<file path="config.mk">
export PLATFORM = sky130hd
export DESIGN_NAME = store_rmw
export DESIGN_NICKNAME = d
export VERILOG_FILES = /design/src/rtl/store_pkg.sv /design/src/rtl/byte_lane_merge.sv /design/src/rtl/store_rmw.sv
export SDC_FILE = /design/constraint.sdc
export NUM_CORES = 1
export LEC_CHECK = 0
export BUFFER_PORTS_ARGS = -buffer_cell sky130_fd_sc_hd__buf_2
export CAP_MARGIN = 5
export CORE_MARGIN = 5
export CORE_UTILIZATION = 54
export CTS_CLUSTER_DIAMETER = 100
export CTS_CLUSTER_SIZE = 28
export DETAILED_ROUTE_END_ITERATION = 10
export HOLD_SLACK_MARGIN = 0.12
export PLACE_DENSITY = 0.92
export REMOVE_ABC_BUFFERS = 1
export SLEW_MARGIN = 10
export SYNTH_ARGS = -nofsm -noshare
export SYNTH_HDL_FRONTEND = slang
export SYNTH_SLANG_ARGS = --single-unit
export TNS_END_PERCENT = 30
</file>
<file path="constraint.sdc">
create_clock -name clk -period 2.8 [get_ports clk]
set_input_delay 0.14 -clock clk [delete_from_list [all_inputs] [get_ports clk]]
set_output_delay 0.14 -clock clk [all_outputs]
set_load 0.005 [all_outputs]
</file>
<file path="src/rtl/store_pkg.sv">
// rtl/store_pkg.sv - shared types and widths for the store read-modify-write unit
package store_pkg;

    localparam int WORD_W = 32;

    typedef enum logic [1:0] {
        SZ_BYTE = 2'b00,
        SZ_HALF = 2'b01,
        SZ_WORD = 2'b10,
        SZ_RSVD = 2'b11
    } size_t;

    typedef enum logic [2:0] {
        IDLE,
        READ,
        WAIT,
        WRITE,
        ERR
    } state_t;

endpackage

</file>
<file path="src/rtl/byte_lane_merge.sv">
// rtl/byte_lane_merge.sv - little-endian insertion of store data into the old memory word
module byte_lane_merge
    import store_pkg::*;
(
    input  logic [WORD_W-1:0] old_word,
    input  logic [WORD_W-1:0] wdata,
    input  size_t             size,
    input  logic [1:0]        offset,
    output logic [WORD_W-1:0] merged
);

    always_comb begin
        merged = old_word;
        case (size)
            SZ_BYTE: begin
                case (offset)
                    2'd0:    merged[7:0]   = wdata[7:0];
                    2'd1:    merged[15:8]  = wdata[7:0];
                    2'd2:    merged[23:16] = wdata[7:0];
                    default: merged[31:24] = wdata[7:0];
                endcase
            end
            SZ_HALF: begin
                if (offset[1]) merged[31:16] = wdata[15:0];
                else           merged[15:0]  = wdata[15:0];
            end
            default: merged = wdata;
        endcase
    end

endmodule

</file>
<file path="src/rtl/store_rmw.sv">
// rtl/store_rmw.sv - byte/half stores via read-modify-write, word stores written directly
module store_rmw
    import store_pkg::*;
#(
    parameter int RD_LATENCY = 1
) (
    input  logic              clk,
    input  logic              reset,
    input  logic              req_valid,
    output logic              req_ready,
    input  logic [31:0]       req_addr,
    input  logic [31:0]       req_wdata,
    input  logic [1:0]        req_size,
    output logic              done,
    output logic              err,
    output logic [31:0]       mem_addr,
    output logic              mem_re,
    input  logic [31:0]       mem_rd,
    output logic              mem_we,
    output logic [31:0]       mem_wd
);

    localparam logic [2:0] LAT = 3'(RD_LATENCY);

    state_t            state_q, state_d;
    logic [31:0]       addr_q, addr_d;
    logic [1:0]        off_q, off_d;
    logic [WORD_W-1:0] wdata_q, wdata_d;
    size_t             size_q, size_d;
    logic [2:0]        cnt_q, cnt_d;
    logic              re_q, re_d, we_q, we_d, done_q, done_d, err_q, err_d;
    logic [WORD_W-1:0] wd_q, wd_d;
    logic [WORD_W-1:0] merged;
    size_t             size_in;

    byte_lane_merge u_merge (
        .old_word (mem_rd),
        .wdata    (wdata_q),
        .size     (size_q),
        .offset   (off_q),
        .merged   (merged)
    );

    assign size_in   = size_t'(req_size);
    assign req_ready = (state_q == IDLE);
    assign mem_addr  = addr_q;
    assign mem_re    = re_q;
    assign mem_we    = we_q;
    assign mem_wd    = wd_q;
    assign done      = done_q;
    assign err       = err_q;

    always_comb begin
        state_d = state_q;
        addr_d  = addr_q;
        off_d   = off_q;
        wdata_d = wdata_q;
        size_d  = size_q;
        cnt_d   = cnt_q;
        wd_d    = wd_q;
        re_d    = 1'b0;
        we_d    = 1'b0;
        done_d  = 1'b0;
        err_d   = 1'b0;
        case (state_q)
            IDLE: begin
                if (req_valid) begin
                    addr_d  = {req_addr[31:2], 2'b00};
                    off_d   = req_addr[1:0];
                    wdata_d = req_wdata;
                    size_d  = size_in;
                    if (size_in == SZ_RSVD || (size_in == SZ_HALF && req_addr[0])) begin
                        state_d = ERR;
                        err_d   = 1'b1;
                    end else if (size_in == SZ_WORD) begin
                        state_d = WRITE;
                        we_d    = 1'b1;
                        done_d  = 1'b1;
                        wd_d    = req_wdata;
                    end else begin
                        state_d = READ;
                        re_d    = 1'b1;
                    end
                end
            end
            READ: begin
                state_d = WAIT;
                cnt_d   = 3'd1;
            end
            // cnt_q counts cycles since mem_re; read data is valid when it reaches LAT
            WAIT: begin
                if (cnt_q == LAT) begin
                    wd_d    = merged;
                    we_d    = 1'b1;
                    done_d  = 1'b1;
                    state_d = WRITE;
                end else begin
                    cnt_d = cnt_q + 3'd1;
                end
            end
            default: state_d = IDLE;
        endcase
    end

    always_ff @(posedge clk) begin
        if (reset) begin
            state_q <= IDLE;
            addr_q  <= '0;
            off_q   <= '0;
            wdata_q <= '0;
            size_q  <= SZ_BYTE;
            cnt_q   <= '0;
            wd_q    <= '0;
            re_q    <= 1'b0;
            we_q    <= 1'b0;
            done_q  <= 1'b0;
            err_q   <= 1'b0;
        end else begin
            state_q <= state_d;
            addr_q  <= addr_d;
            off_q   <= off_d;
            wdata_q <= wdata_d;
            size_q  <= size_d;
            cnt_q   <= cnt_d;
            wd_q    <= wd_d;
            re_q    <= re_d;
            we_q    <= we_d;
            done_q  <= done_d;
            err_q   <= err_d;
        end
    end

endmodule

</file>
Yosys cells after proc, flatten, opt, wreduce, memory -nomap -nowiden:

Index checks and enable logic that the tools add are counted.

* flip-flop bits (word level): 107
* output and inout port bits: 69

* add/subtract/negate cells: 1
* eq/ne operators: 14
* mux-type cells: 26
* bitwise logic cells: 2
* reduce and logical (&&, ||, !) cells: 14

Operators by type and width (number)
* 32-bit 2-to-1 mux: 4
* 32-bit case mux with 2 select lines: 2
* 16-bit 2-to-1 mux: 2
* 8-bit 2-to-1 mux: 4
* 3-bit 2-to-1 mux: 4
* 3-bit case mux with 3 select lines: 1
* 2-bit inequality test (second input constant): 4
* 2-bit by 1-bit == test with 1-bit output (second input constant): 3
* 2-bit == test (second input constant): 3
* 3-bit by 1-bit == test with 1-bit output (second input constant): 2
* 1-bit 2-to-1 mux: 6
* 3-bit case mux with 2 select lines: 1
* 2-bit AND reduction: 3
* 3-bit OR reduction: 2
* 5-bit AND reduction: 1
* 2-bit zero test: 2
* 2-bit nonzero test: 2
* 4-bit OR reduction: 1
* 3-bit by 1-bit adder with 3-bit output (second input constant): 1
* 3-bit by 2-bit == test with 1-bit output (second input constant): 1
* 3-bit zero test: 1
* 2-bit 2-to-1 mux: 1
* 2-bit by 1-bit inequality test with 1-bit output (second input constant): 1
* 1-bit inverter: 2
* 3 further kinds: 3

Logic depth before layout (Yosys ltp):

* depth after elaboration: 6
* depth in mapped cells: 8

By module:

A second synthesis with hierarchy kept.

* cells, all modules: 628
* area, all modules: 5183.7 µm²

By module, submodules not included
* store_rmw: times used 1, cells each 518, area an instance 4257.8 µm², seq. area each 2142.1 µm²
* byte_lane_merge: times used 1, cells each 110, area an instance 925.9 µm², seq. area each 0.0 µm²

Worst setup path before layout:

OpenSTA, ideal clock, no wires.

* kind: register to register
* start: register state_q[2]
* end: register wd_q[10] (netlist: mem_wd[10])
* data arrival time: 1.596 ns
* required time: 2.683 ns
* slack: 1.087 ns
* stages on the path, launching flop included: 7
* buffers on the path: 2
* clock period less this slack: 1.713 ns
* path through: dfxtp_1 -> or4b_4 -> o22ai_2 -> buf_6 -> a21oi_2 -> buf_6 -> a32o_1

* longest elaborated chain between the ends: 3
* elaborated cells between the ends (all ways): 9

Ends and longest elaborated chain
* start: declaration: line store_rmw.sv:25 `state_t state_q, state_d;`
* start signal: assignment: line store_rmw.sv:119 `state_q <= state_d;`
* 3-bit by 2-bit == test with 1-bit output or 3-bit zero test (tied branches): line store_rmw.sv:65 `case (state_q)`
* 2-bit inequality test (no source line) (tied with other cells)
* 5-bit AND reduction (no source line)
* end signal: assignment: line store_rmw.sv:125 `wd_q <= wd_d;`
* end: declaration: line store_rmw.sv:32 `logic [WORD_W-1:0] wd_q, wd_d;`

Parallel ways exist; a longest one is shown, timed or not.
A chain may end at the register's enable or synchronous reset.

Worst setup path in the final report:

* start: register size_q[0]
* end: register wd_q[4] (netlist: mem_wd[4])

* longest elaborated chain between the ends: 4
* elaborated cells between the ends (all ways): 5

Ends and longest elaborated chain
* start: declaration: line store_rmw.sv:29 `size_t size_q, size_d;`
* start signal: assignment: line store_rmw.sv:123 `size_q <= size_d;`
* 2-bit by 1-bit == test with 1-bit output or 2-bit zero test (tied branches): line byte_lane_merge.sv:14 `case (size)`
* 32-bit case mux with 2 select lines (*): line byte_lane_merge.sv:14
* 32-bit 2-to-1 mux (*): line store_rmw.sv:92 `if (cnt_q == LAT) begin`
* 32-bit case mux with 2 select lines (*): line store_rmw.sv:65

Mark *: on every way between the ends. The rest lies on a longest branch, timed or not. The select of a mux whose other input is x is not followed.

==> results by group <==
Status
  – Outcome: finished clean

Timing
  – Number of slew-limit violations in the final report: 0
  – Normalized max-slew margin: 38.3%
  – Setup-failing EPs final: 0
  – Period minus WS final: 2.67 ns
  – Worst slew pin tran: 0.924 ns
  – Total Neg Setup Slack: 0 ns
  – Final setup skew: 0.0150 ns
  – Share of the cycle needed by the critical path after routing: 95.4%
  – Highest attainable clock frequency: 0.375 GHz
  – Hold Vio Cnt, Final: 0
  – Setup repair after global routing missed its margin: no

Detailed routing
  – First-pass DRT Iterations: 5
  – Initial DRC count: 474
  – Routed WL: 17,400 µm
  – Routed vias: 5,532
  – Wire per inst: 19.0 µm
  – Average via count per standard cell: 6.03
  – DRC violations left: 0
  – Post-route ant nets: 0

Global route
  – Pin count of the biggest net entering global routing: 48
  – Initial antenna violation count: 0
  – Most used routing layer in global routing: met2
  – Number of global-route vias before repair: 5,632
  – Met2 Track Usage GR: 51.4%
  – Wire length of the first global-routing pass: 28,000 µm
  – Grt met3 use: 8.50%
  – Total Routing Usage GR: 30.5%
  – Total congestion overflow after global routing: 0
  – M1 GR Usage: 36.5%

Hold path
  – Hold_sp: req_valid
  – Worst Hold Path EP: state_q[0]
  – Hold Path Depth: 3
  – Worst Hold Class: input port to register

Clocking
  – Total number of clock tree sinks: 107
  – Clock buffer depth: 2
  – Latest clock arrival within the worst-skew pair: 0.37 ns
  – CTS Root Cell: sky130_fd_sc_hd__clkbuf_8
  – Number of buffers inserted during clock tree synthesis: 9
  – CTS tree: built
  – Clock transition at path regs: 0.10 ns
  – Count of H-tree levels built during CTS: 3

Setup path
  – Crit path required time: 3.05 ns
  – Crit path cell chain: nand2b_1 -> a21oi_2 -> mux2i_1 -> o221ai_1 -> dlygate4sd3_1
  – Slowest cell on the critical path: sky130_fd_sc_hd__dlygate4sd3_1
  – Crit Path Class: register to register
  – Reg-to-reg critical path endpoint: mem_wd[4]
  – CP startpoint kind: register
  – Largest stage delay on the critical path: 0.58 ns
  – Biggest fanout along the worst timing path: 17
  – Worst Reg2Reg Path Length in Cells: 5
  – Arrival time of the worst setup path: 2.92 ns
  – Worst R2R Start: size_q[0]
  – Register-to-register setup slack: 0.13 ns
  – Endpoint class of the critical path: register

Finish
  – Net count reported at finish: 906
  – Post-route standard cell area excluding fillers: 6710 µm²
  – Area of the multi-input gates: 2570 µm²
  – Area growth from synthesis to final layout: 34.0%
  – Count of filler cells inserted in the layout: 612
  – Final non-filler cell total: 918
  – Register Area: 2140 µm²
  – Diodes inserted: 0
  – Share of layout cells above drive strength 1: 27.0%

Pwr
  – Reg power frac: 51.1%
  – Final Power: 3.39 mW
  – Net Sw Frac: 31.8%
  – Standby leakage power: 2.98 nW
  – Part of the power in combinational logic: 22.9%
  – Internal power component: 2.31 mW
  – Net switching power of the design: 1.08 mW
  – Max rail drop VDD: 0.393 mV
  – Part of the total power dissipated in the clock network: 26.0%
  – Power per cell area: 506 nW/µm²

Floorplan
  – Core area: 9150 µm²
  – Count of boundary I/O pins: 170
  – Die area: 11,300 µm²
  – Row Count: 35
  – Starting Density: 54.7%
  – Die width: 106 µm
  – Die Span Y: 106 µm

Yosys
  – Sequential element share of the synthesized area: 42.8%
  – Syn. warnings: 0
  – Post-synthesis sequential element count: 107
  – Post-synth EDFFs: 0
  – Library cells used by synthesis: 43
  – Most frequently used flop master after synthesis: sky130_fd_sc_hd__dfxtp_1
  – Number of instances in the synthesized netlist: 597
  – Post-Synthesis Mean Instance Area: 8.38 µm²
  – Combined area of all synthesized cells: 5000 µm²
  – Share of synthesized flip-flops with an asynchronous set or reset: 0%

Run
  – Maximum Capacitance Violations: 0

Place
  – Cell area reported after detailed placement: 5820 µm²
  – Placer congestion estimate: 0.915
  – Placed wire-length estimate after detailed placement: 10,700 µm
  – Count of buffers inserted at the top-level ports: 167
  – Placed Cells incl. Taps: 832
==> cell usage in the layout, fill, tap and decap left out, drive strengths merged, types with 5 or more instances in the layout <==
| master | synthesis | final |
|---|---|---|
| buf | 23 | 178 |
| nand2 | 148 | 148 |
| dfxtp | 107 | 107 |
| a21oi | 85 | 85 |
| dlygate4sd3 | 0 | 71 |
| mux2i | 25 | 25 |
| nand2b | 24 | 24 |
| a32o | 20 | 20 |
| o21ai | 13 | 13 |
| o221ai | 12 | 12 |
| clkbuf | 32 | 9 |
| inv | 7 | 9 |
| a32oi | 8 | 8 |
| o211ai | 8 | 8 |
| mux2 | 8 | 8 |
| a221oi | 8 | 8 |
| a21boi | 8 | 8 |
| a31o | 8 | 8 |
| a311oi | 8 | 8 |
| nor3 | 5 | 5 |
| nor2 | 5 | 5 |
==> kinds of logic (layout without fill, tap and decap cells) <==
family / after synthesis / in the layout / share of synthesized area [%]
buffers and inverters: 62 / 271 / 6.12
adder cells (fa/ha/maj): 2 / 2 / 0.500
multiplexers: 33 / 33 / 6.80
AO/OA/AOI/OAI: 188 / 188 / 25.8
AND/OR/NAND/NOR: 204 / 204 / 17.9
other: 1 / 2 / 0.0749
flip-flops: 107 / 107 / 42.8
==> stage by stage <==
step	hold WS [ns]	worst slack, ns	utilization [%]
6_report	0.151	0.130	73.3
3_3_place_gp	0.365	0.760	63.6
3_5_place_dp	0.368	0.653	63.6
4_1_cts	0.142	0.139	73.2
5_1_grt	0.175	0.0369	73.3
2_1_floorplan	0.209	0.473	-
==> state kept, by name, indices dropped and copies added, names as in the netlist <==
name,count
mem_wd,32
state_q,3
size_q,2
cnt_q,3
wdata_q,32
off_q,2
mem_addr,30
mem_re,1
err,1
done,1
==> cell usage after synthesis, drive strengths merged, types with 2 or more instances <==
cell type / count / area, µm²
a32o: 20 / 200
o221ai: 12 / 105
buf: 23 / 160
nor3b: 2 / 15.0
and2: 3 / 18.8
a32oi: 8 / 70.1
nor4: 2 / 12.5
a21oi: 85 / 429
nand2: 148 / 556
o21ai: 13 / 65.1
nand3: 4 / 20.0
nand2b: 24 / 150
dfxtp: 107 / 2140
mux2i: 25 / 250
nor3: 5 / 25.0
nor2b: 4 / 25.0
a221oi: 8 / 70.1
o2111ai: 4 / 35.0
ha: 2 / 25.0
clkbuf: 32 / 120
a31o: 8 / 70.1
a311oi: 8 / 70.1
nor2: 5 / 18.8
o211ai: 8 / 60.1
inv: 7 / 26.3
a21boi: 8 / 60.1
or3: 3 / 18.8
a2111oi: 2 / 17.5
mux2: 8 / 90.1
==> power by group through the flow <==
stage	sequential [mW]	combinational [mW]	clock (mW)
floorplan	1.75	0.356	0
global placement	1.75	0.651	0
detailed placement	1.76	0.674	0
CTS	1.72	0.751	0.886
global route	1.74	0.848	0.959
finish	1.73	0.777	0.882
==> critical path, delay by kind of cell (launching register included) <==
family,cells,cell delay (ns)
AO/OA/AOI/OAI,2,0.62
buffers and inverters,1,0.58
AND/OR/NAND/NOR,1,0.57
multiplexers,1,0.27
flip-flops,1,0.51
==> what timing repair did <==
action | 4_1_cts | 5_1_grt
gates resized for setup | 0 | 1
hold buffers | 71 | 0
setup endpoints to repair | 0 | 4
setup buffers | 0 | 0
hold endpoints to repair | 85 | 0
==> worst max path at each step <==
stage	from	to	slack (ns)	cells after the start
final	size_q[0]	mem_wd[4]	0.13	5
after global routing	size_q[0]	mem_wd[4]	0.04	5
after CTS	size_q[0]	mem_wd[4]	0.14	5
after detailed placement	state_q[2]	mem_wd[7]	0.65	5
after global placement	state_q[2]	off_q[1]	0.76	5
after floorplan	state_q[2]	mem_re	0.47	3
==> per-layer routing <==
layer / vias to the layer above / share of wire, %
li1: 2537 / -
met3: 47 / 11
met5: - / 0
met1: 2602 / 37
met2: 346 / 48
met4: 0 / 2.8
==> cell type report <==
class | count | share of cell area (%)
multi-input combinational | 429 | 38.4
sequential | 107 | 31.9
timing repair buffer | 249 | 24.7
tap | 111 | 2.07
clock buffer | 9 | 1.85
clock inverter | 6 | 0.746
inverter | 7 | 0.392
Note: power is estimated with default switching activity, not from simulation.
